--- src/rtl/rf_wq_pkg.sv ---
// Shared types and constants for the register-file write queue.
// Contents:
//   DEFAULT_XLEN / DEFAULT_AW - default data and register-address widths
//   wb_entry_t                - one pending writeback (destination + value)
//   REG_ZERO                  - architectural zero register index
package rf_wq_pkg;

  localparam int unsigned DEFAULT_XLEN = 32;
  localparam int unsigned DEFAULT_AW   = 5;

  typedef struct packed {
    logic [DEFAULT_AW-1:0]   addr;
    logic [DEFAULT_XLEN-1:0] data;
  } wb_entry_t;

  localparam logic [DEFAULT_AW-1:0] REG_ZERO = 5'd0;

endpackage

--- src/rtl/rf_wq_bypass.sv ---
// Bypass lookup for one decode read port. Finds the youngest pending write to
// lookup_addr among the queued entries and the register-file output register.
// Ports:
//   lookup_addr - register being read by decode
//   q_addr/q_data/q_valid - queue contents, index 0 = oldest, DEPTH-1 = youngest
//   out_valid/out_addr/out_data - output register (write being applied now)
//   hit - a pending write to lookup_addr exists (never for x0)
//   fwd - value of that write, 0 when hit=0
module rf_wq_bypass
  import rf_wq_pkg::*;
#(
  parameter int unsigned XLEN  = DEFAULT_XLEN,
  parameter int unsigned AW    = DEFAULT_AW,
  parameter int unsigned DEPTH = 4
) (
  input  logic [AW-1:0]              lookup_addr,
  input  logic [DEPTH-1:0][AW-1:0]   q_addr,
  input  logic [DEPTH-1:0][XLEN-1:0] q_data,
  input  logic [DEPTH-1:0]           q_valid,
  input  logic                       out_valid,
  input  logic [AW-1:0]              out_addr,
  input  logic [XLEN-1:0]            out_data,
  output logic                       hit,
  output logic [XLEN-1:0]            fwd
);

  // Scan oldest to youngest so the last match (the youngest) wins. The output
  // register is older than anything still queued, so it is considered first.
  always_comb begin
    hit = 1'b0;
    fwd = '0;
    if (lookup_addr != AW'(REG_ZERO)) begin
      if (out_valid && (out_addr == lookup_addr)) begin
        hit = 1'b1;
        fwd = out_data;
      end
      for (int unsigned i = 0; i < DEPTH; i++) begin
        if (q_valid[i] && (q_addr[i] == lookup_addr)) begin
          hit = 1'b1;
          fwd = q_data[i];
        end
      end
    end
  end

endmodule

--- src/rtl/rf_write_queue.sv ---
// Writeback queue feeding the register-file write port. Accepts ALU and load
// results over valid/ready, buffers them in order in a DEPTH-entry queue and
// drains at most one per cycle into a registered write port. Provides
// combinational bypass for two decode read addresses.
// Ports:
//   clk, rst                      - clock, synchronous active-high reset
//   alu_valid/ready/rd/data       - ALU result handshake
//   ld_valid/ready/rd/data        - load result handshake
//   hold                          - stall draining (enqueue still allowed)
//   reg_wr/wr_addr/wr_data        - registered register-file write port
//   rs1_addr/hit/fwd, rs2_*       - bypass lookups
//   empty                         - nothing queued and no write in progress
module rf_write_queue
  import rf_wq_pkg::*;
#(
  parameter int unsigned XLEN  = DEFAULT_XLEN,
  parameter int unsigned AW    = DEFAULT_AW,
  parameter int unsigned DEPTH = 4
) (
  input  logic            clk,
  input  logic            rst,
  input  logic            alu_valid,
  output logic            alu_ready,
  input  logic [AW-1:0]   alu_rd,
  input  logic [XLEN-1:0] alu_data,
  input  logic            ld_valid,
  output logic            ld_ready,
  input  logic [AW-1:0]   ld_rd,
  input  logic [XLEN-1:0] ld_data,
  input  logic            hold,
  output logic            reg_wr,
  output logic [AW-1:0]   wr_addr,
  output logic [XLEN-1:0] wr_data,
  input  logic [AW-1:0]   rs1_addr,
  output logic            rs1_hit,
  output logic [XLEN-1:0] rs1_fwd,
  input  logic [AW-1:0]   rs2_addr,
  output logic            rs2_hit,
  output logic [XLEN-1:0] rs2_fwd,
  output logic            empty
);

  localparam int unsigned PW = $clog2(DEPTH);
  localparam int unsigned CW = $clog2(DEPTH + 1);

  logic [DEPTH-1:0][AW-1:0]   mem_addr_q, mem_addr_d;
  logic [DEPTH-1:0][XLEN-1:0] mem_data_q, mem_data_d;
  logic [PW-1:0]              head_q, head_d;
  logic [PW-1:0]              tail_q, tail_d;
  logic [CW-1:0]              count_q, count_d;
  logic                       reg_wr_q, reg_wr_d;
  logic [AW-1:0]              wr_addr_q, wr_addr_d;
  logic [XLEN-1:0]            wr_data_q, wr_data_d;

  logic [CW-1:0] free;
  logic          ld_nz, alu_nz;
  logic          ld_push, alu_push, pop;
  logic [PW-1:0] alu_slot;

  // Ready is derived from the registered count only; a pop in the same cycle
  // does not make room. A storable load claims a single free slot first.
  always_comb begin
    free      = CW'(DEPTH) - count_q;
    ld_nz     = (ld_rd != AW'(REG_ZERO));
    alu_nz    = (alu_rd != AW'(REG_ZERO));
    ld_ready  = (free >= CW'(1));
    alu_ready = (ld_valid && ld_nz) ? (free >= CW'(2)) : (free >= CW'(1));
    // x0 results complete the handshake but never occupy a slot.
    ld_push   = ld_valid && ld_ready && ld_nz;
    alu_push  = alu_valid && alu_ready && alu_nz;
    pop       = (count_q != '0) && !hold;
    alu_slot  = tail_q + PW'(ld_push);
  end

  always_comb begin
    mem_addr_d = mem_addr_q;
    mem_data_d = mem_data_q;
    if (ld_push) begin
      mem_addr_d[tail_q] = ld_rd;
      mem_data_d[tail_q] = ld_data;
    end
    if (alu_push) begin
      mem_addr_d[alu_slot] = alu_rd;
      mem_data_d[alu_slot] = alu_data;
    end
    tail_d  = tail_q + PW'(ld_push) + PW'(alu_push);
    head_d  = head_q + PW'(pop);
    count_d = count_q + CW'(ld_push) + CW'(alu_push) - CW'(pop);

    reg_wr_d  = pop;
    wr_addr_d = wr_addr_q;
    wr_data_d = wr_data_q;
    if (pop) begin
      wr_addr_d = mem_addr_q[head_q];
      wr_data_d = mem_data_q[head_q];
    end
  end

  // Storage needs no reset: count_q gates every read of it.
  always_ff @(posedge clk) begin
    mem_addr_q <= mem_addr_d;
    mem_data_q <= mem_data_d;
  end

  always_ff @(posedge clk) begin
    if (rst) begin
      head_q    <= '0;
      tail_q    <= '0;
      count_q   <= '0;
      reg_wr_q  <= 1'b0;
      wr_addr_q <= '0;
      wr_data_q <= '0;
    end else begin
      head_q    <= head_d;
      tail_q    <= tail_d;
      count_q   <= count_d;
      reg_wr_q  <= reg_wr_d;
      wr_addr_q <= wr_addr_d;
      wr_data_q <= wr_data_d;
    end
  end

  assign reg_wr  = reg_wr_q;
  assign wr_addr = wr_addr_q;
  assign wr_data = wr_data_q;
  assign empty   = (count_q == '0) && !reg_wr_q;

  // Present the queue to the bypass units in age order, oldest at index 0.
  logic [DEPTH-1:0][AW-1:0]   age_addr;
  logic [DEPTH-1:0][XLEN-1:0] age_data;
  logic [DEPTH-1:0]           age_valid;

  always_comb begin
    for (int i = 0; i < DEPTH; i++) begin
      age_addr[i]  = mem_addr_q[head_q + PW'(i)];
      age_data[i]  = mem_data_q[head_q + PW'(i)];
      age_valid[i] = (CW'(i) < count_q);
    end
  end

  rf_wq_bypass #(
    .XLEN  (XLEN),
    .AW    (AW),
    .DEPTH (DEPTH)
  ) u_bypass_rs1 (
    .lookup_addr (rs1_addr),
    .q_addr      (age_addr),
    .q_data      (age_data),
    .q_valid     (age_valid),
    .out_valid   (reg_wr_q),
    .out_addr    (wr_addr_q),
    .out_data    (wr_data_q),
    .hit         (rs1_hit),
    .fwd         (rs1_fwd)
  );

  rf_wq_bypass #(
    .XLEN  (XLEN),
    .AW    (AW),
    .DEPTH (DEPTH)
  ) u_bypass_rs2 (
    .lookup_addr (rs2_addr),
    .q_addr      (age_addr),
    .q_data      (age_data),
    .q_valid     (age_valid),
    .out_valid   (reg_wr_q),
    .out_addr    (wr_addr_q),
    .out_data    (wr_data_q),
    .hit         (rs2_hit),
    .fwd         (rs2_fwd)
  );

endmodule

--- config.mk ---
export PLATFORM = sky130hd
export DESIGN_NAME = rf_write_queue
export DESIGN_NICKNAME = d
export VERILOG_FILES = /design/src/rtl/rf_wq_pkg.sv /design/src/rtl/rf_wq_bypass.sv /design/src/rtl/rf_write_queue.sv
export SDC_FILE = /design/constraint.sdc
export NUM_CORES = 1
export LEC_CHECK = 0
export CAP_MARGIN = 20
export CORE_ASPECT_RATIO = 1.2
export CORE_MARGIN = 4
export CORE_UTILIZATION = 40
export DETAILED_ROUTE_END_ITERATION = 7
export PLACE_DENSITY = 0.69
export RECOVER_POWER = 25
export SYNTH_ARGS = -nofsm -noshare
export SYNTH_HDL_FRONTEND = slang
export SYNTH_SLANG_ARGS = --single-unit
--- constraint.sdc ---
create_clock -name clk -period 3 [get_ports clk]
set_input_delay 0.6 -clock clk [delete_from_list [all_inputs] [get_ports clk]]
set_output_delay 0.6 -clock clk [all_outputs]
set_load 0.01 [all_outputs]
==> impl_metrics.toml, run 1 <==
[logic_synthesis]
seq_area_frac_synth = 0.266
syn_area_um2 = 14500
synth_edf_count = 0
postSynthCellCount = 1796
synth_fp_nets = 1897
yosys_register_bits = 193
yosysWarningCount = 0
yosys_most_used_dff = "sky130_fd_sc_hd__dfxtp_1"
postSynthAreaPerCell_um2 = 8.10
post_synth_cell_types = 62
asyncSetResetFlopFracSynth = 0

[timing]
min_period_over_period = 1.40
worst-slew-pin-transition_ns = 0.972
grt_setup_unrepaired = "true"
totalNegativeSetupSlack_ns = -69.73
hold_viol = 0
timing_max_transition_violations_final = 0
setup_violators_final = 68
finalWorstPathRequiredPeriod_ns = 4.19
max_freq_mhz = 238
clock-skew-final_ns = 0.0104
layout_setup_ws_ns = -1.19
timing.max_slew.rel_slack = 0.352

[routing]
per_cell_routed_wire_length_um = 22.7
dr_total_vias = 16500
drt-total-wl_um = 62600
detail_route.drc_violations = 0
drt.antenna.violating_nets = 0
detail_route.first_pass.iterations = 5
initialDrtViolationCount = 2281
post_drt_via_cell_ratio = 5.98

[power]
worst_ir_drop_vdd_mv = 0.561
power_mw = 23.4
pwr-share-seq = 0.214
p_clk_frac = 0.102
power.share.combinational = 0.684
netSwitchingFraction = 0.458
p_leak_nw = 9.23
power_switching_mw = 10.7
intPower_mw = 12.7
power_density_cells_nw_per_um2 = 1030

[global_routing]
antenna_found_initial = 1
grt_overflow_total = 0
wire_length_of_the_first_global_routing_pass_um = 91400
grt_pass1_vias = 15200
grt_max_degree = 67
grtUsageTotal = 0.294

[clock_network]
clock-sinks = 193
cts_buffers = 17
root_buffer = "sky130_fd_sc_hd__clkbuf_16"
cts_hold_buf = 0
clk_transition_reported_paths_ns = 0.07
clock_insertion_delay_worst_skew_ns = 0.45
cts-htree-levels = 4
clk_path_buf_depth = 2
cts_tree = "built"

[run]
maxCapViolCount = 0

[die]
start_util = 0.405
design.core.area_um2 = 35900
die_y_um = 217
fp-row-count = 76
x_dimension_of_the_die_um = 182
dieArea_um2 = 39500
ioPinCount = 196

[final_layout]
post_route_cells_drive_above_1_share = 0.364
syn_to_final_growth_pct = 56.0
finalNetCount = 2378

[setup_path]
cp_data_arrival_time_ns = 3.59
worst-endpoint-required_ns = 2.40
crit_path_max_fanout = 4
setup.worst_path.class = "register to output port"
crit_path_start_kind = "register"
worstSetupEndpointType = "output port"

[placed_design]
numPortBuffers = 195
final_gp_congestion = 0.989
detailed_place_hpwl_um = 44000

[status]
violations_in_the_final_reports = "setup timing"
outcome = "complete, but fails checks"

[min_path]
worst_hold_class = "register to register"
-- synthesized netlist by cell type, types with 8 or more instances --
cell type                   count  area, µm²
sky130_fd_sc_hd__mux4_2        49       1100
sky130_fd_sc_hd__or4_1         12       90.1
sky130_fd_sc_hd__a221oi_1      29        254
sky130_fd_sc_hd__clkbuf_1     104        390
sky130_fd_sc_hd__and3_1         9       56.3
sky130_fd_sc_hd__or3_1         13       81.3
sky130_fd_sc_hd__o31ai_1       14        105
sky130_fd_sc_hd__nand3_1       12       60.1
sky130_fd_sc_hd__mux2_2        33        372
sky130_fd_sc_hd__xnor2_1       33        289
sky130_fd_sc_hd__dfxtp_1      193       3860
sky130_fd_sc_hd__buf_2         34        170
sky130_fd_sc_hd__ha_1          10        125
sky130_fd_sc_hd__o21ai_0      113        566
sky130_fd_sc_hd__xor2_1        18        158
sky130_fd_sc_hd__nor3_1        41        205
sky130_fd_sc_hd__a221o_1       24        240
sky130_fd_sc_hd__a22oi_1       15        113
sky130_fd_sc_hd__nand2_1      280       1050
sky130_fd_sc_hd__mux2i_1      247       2470
sky130_fd_sc_hd__inv_1         12       45.0
sky130_fd_sc_hd__a2111oi_0     13        114
sky130_fd_sc_hd__a21oi_1      187        936
sky130_fd_sc_hd__nor2_1       177        664
sky130_fd_sc_hd__buf_1         14       52.6
sky130_fd_sc_hd__buf_4          9       67.6
sky130_fd_sc_hd__and2_1        13       81.3
sky130_fd_sc_hd__nor2b_1        8       50.1
-- registers in the layout, indices dropped and copies added, names as in the netlist --
name and flops:
wr_addr 5, wr_data 32, head_q 2, count_q 3, mem_data_q 128, tail_q 2, mem_addr_q 20, reg_wr 1
-- cells in the final DEF, fill, tap and decap left out, types with 11 or more instances in the layout --
cell / instances
sky130_fd_sc_hd__mux4_2: 51
sky130_fd_sc_hd__nand2_1: 278
sky130_fd_sc_hd__buf_12: 54
sky130_fd_sc_hd__a221o_1: 24
sky130_fd_sc_hd__xor2_1: 14
sky130_fd_sc_hd__a2111oi_4: 18
sky130_fd_sc_hd__o31ai_2: 13
sky130_fd_sc_hd__a21oi_2: 27
sky130_fd_sc_hd__a22oi_1: 14
sky130_fd_sc_hd__buf_2: 59
sky130_fd_sc_hd__dfxtp_1: 191
sky130_fd_sc_hd__mux2i_1: 245
sky130_fd_sc_hd__and2_1: 12
sky130_fd_sc_hd__buf_4: 317
sky130_fd_sc_hd__a21oi_1: 159
sky130_fd_sc_hd__nor3_2: 19
sky130_fd_sc_hd__dlygate4sd3_1: 38
sky130_fd_sc_hd__a221oi_4: 16
sky130_fd_sc_hd__a221oi_2: 13
sky130_fd_sc_hd__nor2_4: 15
sky130_fd_sc_hd__clkbuf_16: 21
sky130_fd_sc_hd__inv_1: 11
sky130_fd_sc_hd__o21ai_0: 96
sky130_fd_sc_hd__buf_8: 12
sky130_fd_sc_hd__or3_1: 11
sky130_fd_sc_hd__nor3_1: 21
sky130_fd_sc_hd__buf_6: 45
sky130_fd_sc_hd__xnor2_1: 24
sky130_fd_sc_hd__clkdlybuf4s50_1: 88
sky130_fd_sc_hd__mux2_2: 33
sky130_fd_sc_hd__nor2_1: 154
-- area by class of cell --
class                           instances  area, µm²
Fill cell                            2849      13300
Multi-Input combinational cell       1423      11600
Timing Repair Buffer                  628       5970
Sequential cell                       193       3870
Tap cell                              468        586
Clock buffer                           17        425
Clock inverter                         15        174
Inverter                               14       60.1
Antenna cell                            1       2.50
-- power groups by stage --
stage / Combinational (mW) / Clock, mW / Sequential [mW]
2_1_floorplan: 7.68 / 0 / 4.75
3_3_place_gp: 13.9 / 0 / 4.89
3_5_place_dp: 14.1 / 0 / 4.99
4_1_cts: 15.0 / 2.40 / 4.96
5_1_grt: 16.9 / 2.50 / 5.18
6_report: 16.0 / 2.39 / 5.02
-- cell families (layout without fill, tap and decap cells) --
family                   Yosys count  in the layout  share of synthesized area
XOR/XNOR                          52             52                     0.0318
flip-flops                       193            193                      0.266
AO/OA/AOI/OAI                    440            441                      0.188
other                              0              1                          0
adder cells (fa/ha/maj)           12             12                     0.0114
AND/OR/NAND/NOR                  586            587                      0.172
multiplexers                     331            331                      0.275
buffers and inverters            182            674                     0.0558
-- routing by layer --
layer  wire length (µm)  global-route usage  vias up
li1                   -                   -     7486
met1              26700               0.445     7809
met2              26500               0.422     1024
met3               6720              0.0508      175
met4               2640              0.0993        0
met5                  0                   0        -
-- stage by stage --
| stage | util | cells | setup slack, ns | area, µm² | hold WS [ns] |
|---|---|---|---|---|---|
| 6_report | 0.631 | 2759 | -1.19 | 22700 | 0.504 |
| 5_1_grt | 0.631 | 2759 | -1.25 | 22700 | 0.528 |
| 4_1_cts | 0.607 | 2716 | -1.18 | 21800 | 0.502 |
| 3_5_place_dp | 0.556 | 2624 | -1.26 | 20000 | 0.491 |
| 3_3_place_gp | 0.556 | 2623 | -1.37 | 20000 | 0.487 |
| 2_1_floorplan | - | 1796 | -0.225 | 15300 | 0.505 |
-- timing repair --
item / CTS / global route
hold endpoints to repair: 0 / 0
buffers inserted: 51 / 46
setup endpoints to repair: 68 / 127
pin swaps: 82 / 88
gates resized for setup: 458 / 105
cloned: 10 / 3
-- path summary, 6_finish.rpt --
kind	from	endpoint	slack (ns)	cells after the start
worst max register to register	count_q[0]	head_q[0]	-0.05	9
worst min register to register	wr_data[16]	wr_data[16]	0.50	2
worst min-delay path	wr_data[16]	wr_data[16]	0.50	2
worst max-delay path	head_q[0]	rs1_fwd[0]	-1.19	14
-- critical path, stage by stage (launching register included) --
cell and delay (ns):
sky130_fd_sc_hd__dfxtp_4 0.39, sky130_fd_sc_hd__buf_6 0.11, sky130_fd_sc_hd__buf_6 0.11, sky130_fd_sc_hd__mux4_2 0.57
sky130_fd_sc_hd__buf_4 0.17, sky130_fd_sc_hd__buf_6 0.11, sky130_fd_sc_hd__xor2_2 0.14, sky130_fd_sc_hd__nor2_2 0.14
sky130_fd_sc_hd__o2111a_2 0.29, sky130_fd_sc_hd__buf_6 0.13, sky130_fd_sc_hd__buf_6 0.12, sky130_fd_sc_hd__nor2_1 0.09
sky130_fd_sc_hd__o32ai_1 0.42, sky130_fd_sc_hd__a2111oi_4 0.17, sky130_fd_sc_hd__buf_2 0.18
Power figures use the tool's default switching activity.
==> inputs of run 2 (changes only) <==
--- a/config.mk
+++ b/config.mk
@@ -10,7 +10,7 @@
 export CORE_MARGIN = 4
 export CORE_UTILIZATION = 40
 export DETAILED_ROUTE_END_ITERATION = 7
-export PLACE_DENSITY = 0.69
+export PLACE_DENSITY_LB_ADDON = 0.15
 export RECOVER_POWER = 25
 export SYNTH_ARGS = -nofsm -noshare
 export SYNTH_HDL_FRONTEND = slang
==> impl_metrics.toml, run 2 (same netlist as run 1, synthesis figures left out) <==
[global_routing]
grtUsageTotal = 0.278
antenna_found_initial = 6
grt_max_degree = 86
wire_length_of_the_first_global_routing_pass_um = 85800
grt_overflow_total = 0
grt_pass1_vias = 14500

[placed_design]
place_inst = 2586
numPortBuffers = 195
placement.cell_area_um2 = 19800
detailed_place_hpwl_um = 41900
final_gp_congestion = 0.969

[setup_path]
worstSetupEndpointType = "output port"
critPathCapture = "rs2_fwd[31]"
crit_path_max_fanout = 13
r2r_end = "count_q[1]"
crit-reg2reg-launch = "count_q[0]"
crit_path_start_kind = "register"
worstRegToRegCells = 14
worst-endpoint-required_ns = 2.40
reg2reg_slack_ns = 0.12
cp_data_arrival_time_ns = 3.47
timing.critical_path.from = "head_q[0]"
setup.worst_path.class = "register to output port"

[routing]
drt.antenna.violating_nets = 0
drt-total-wl_um = 57600
per_cell_routed_wire_length_um = 21.4
dr_total_vias = 15300
post_drt_via_cell_ratio = 5.69
initialDrtViolationCount = 1265
detail_route.first_pass.iterations = 5
detail_route.drc_violations = 0

[timing]
clock-skew-final_ns = 0.0165
min_period_over_period = 1.36
timing_max_transition_violations_final = 0
grt_setup_unrepaired = "true"
setup_violators_final = 66
hold_viol = 0
worst-slew-pin-transition_ns = 1.01
layout_setup_ws_ns = -1.07
totalNegativeSetupSlack_ns = -59.12
timing.max_slew.rel_slack = 0.325
finalWorstPathRequiredPeriod_ns = 4.07
max_freq_mhz = 246

[clock_network]
cts-htree-levels = 4
clock_insertion_delay_worst_skew_ns = 0.47
clk_path_buf_depth = 2
root_buffer = "sky130_fd_sc_hd__clkbuf_16"
cts_tree = "built"
clk_transition_reported_paths_ns = 0.08
cts_buffers = 17
clock-sinks = 193
cts_hold_buf = 0

[final_layout]
most_common_cell_after_layout_fill_and_taps_aside = "sky130_fd_sc_hd__nand2_1"
syn_to_final_growth_pct = 49.0
max_ffs_per_register = 128
layout.cells.most_common_list = "sky130_fd_sc_hd__nand2_1, sky130_fd_sc_hd__buf_4, sky130_fd_sc_hd__mux2i_1"
finish.utilization = 0.603
final_design_area_no_fill_um2 = 21700
post_layout_nonfiller_instances = 2692
post_route_cells_drive_above_1_share = 0.332
max_flop_register = "mem_data_q"
finalNetCount = 2308

[die]
die_y_um = 217
design.core.area_um2 = 35900
dieArea_um2 = 39500
fp-row-count = 76
ioPinCount = 196
x_dimension_of_the_die_um = 182
start_util = 0.405

[power]
worst_ir_drop_vdd_mv = 0.543
p_leak_nw = 8.77
power_density_cells_nw_per_um2 = 1030
power_mw = 22.2

[status]
violations_in_the_final_reports = "setup timing"
outcome = "complete, but fails checks"

[run]
maxCapViolCount = 0

[min_path]
hold_start = "wr_data[12]"
worst_hold_class = "register to register"
holdPathStages = 2
## run 2: cell types whose count changed in the layout (fill, tap and decap cells not counted), moves of 5 or more
cell / previous run / this run
sky130_fd_sc_hd__a21oi_1: 159 / 180
sky130_fd_sc_hd__a21oi_2: 27 / 7
sky130_fd_sc_hd__a221oi_1: 0 / 6
sky130_fd_sc_hd__a221oi_2: 13 / 20
sky130_fd_sc_hd__a221oi_4: 16 / 3
sky130_fd_sc_hd__buf_4: 317 / 275
sky130_fd_sc_hd__buf_6: 45 / 29
sky130_fd_sc_hd__buf_8: 12 / 6
sky130_fd_sc_hd__nand3_1: 9 / 4
sky130_fd_sc_hd__nor2_2: 9 / 4
sky130_fd_sc_hd__o21ai_4: 7 / 2
## run 2: how the worst min path moves through the flow
stage	to	slack, ns
floorplan	wr_data[16]	0.50
finish	wr_data[12]	0.50
CTS	wr_data[8]	0.51
global placement	wr_data[18]	0.49
detailed placement	wr_data[18]	0.49
global route	wr_data[18]	0.54
## run 2: layer usage
metal  wire [µm]  GRT usage
met1       26100      0.396
met2       25400      0.423
met3        4550     0.0602
met4        1480     0.0851
met5          21          0
## run 2: repair_timing
action	4_1_cts	5_1_grt
pin swaps	69	32
resized for setup	415	53
setup buffers	44	20
setup endpoints to repair	69	73
cloned	8	2
## run 2: report_power, final
group          leakage (nW)  switching (mW)  internal, mW
clock                 0.317            1.17          1.43
combinational          6.83            7.51          7.06
sequential             1.62            1.20          3.85
total                  8.77            9.88          12.3
## run 2: area by class of cell
cell class                 count  area [µm²]
sequential                   193        3870
inverter                      14        56.3
tap                          468         586
antenna                        4        10.0
multi-input combinational   1422       11300
fill                        3172       14300
timing repair buffer         559        5260
clock buffer                  17         425
clock inverter                15         218
## run 2: critical path: stages, from the launching register on
cell	delay, ns
sky130_fd_sc_hd__dfxtp_4	0.39
sky130_fd_sc_hd__buf_4	0.13
sky130_fd_sc_hd__mux4_2	0.56
sky130_fd_sc_hd__xor2_1	0.20
sky130_fd_sc_hd__nor4_2	0.07
sky130_fd_sc_hd__buf_4	0.14
sky130_fd_sc_hd__and2_2	0.23
sky130_fd_sc_hd__buf_12	0.17
sky130_fd_sc_hd__buf_12	0.15
sky130_fd_sc_hd__a221oi_1	0.33
sky130_fd_sc_hd__a21oi_1	0.07
sky130_fd_sc_hd__a221o_1	0.32
sky130_fd_sc_hd__clkdlybuf4s15_2	0.23
## run 2: through the flow
stage               setup WS (ns)  hold WS (ns)
floorplan                  -0.225         0.505
global placement            -1.11         0.485
detailed placement          -1.15         0.488
CTS                         -1.02         0.506
global route                -1.13         0.538
finish                      -1.07         0.503
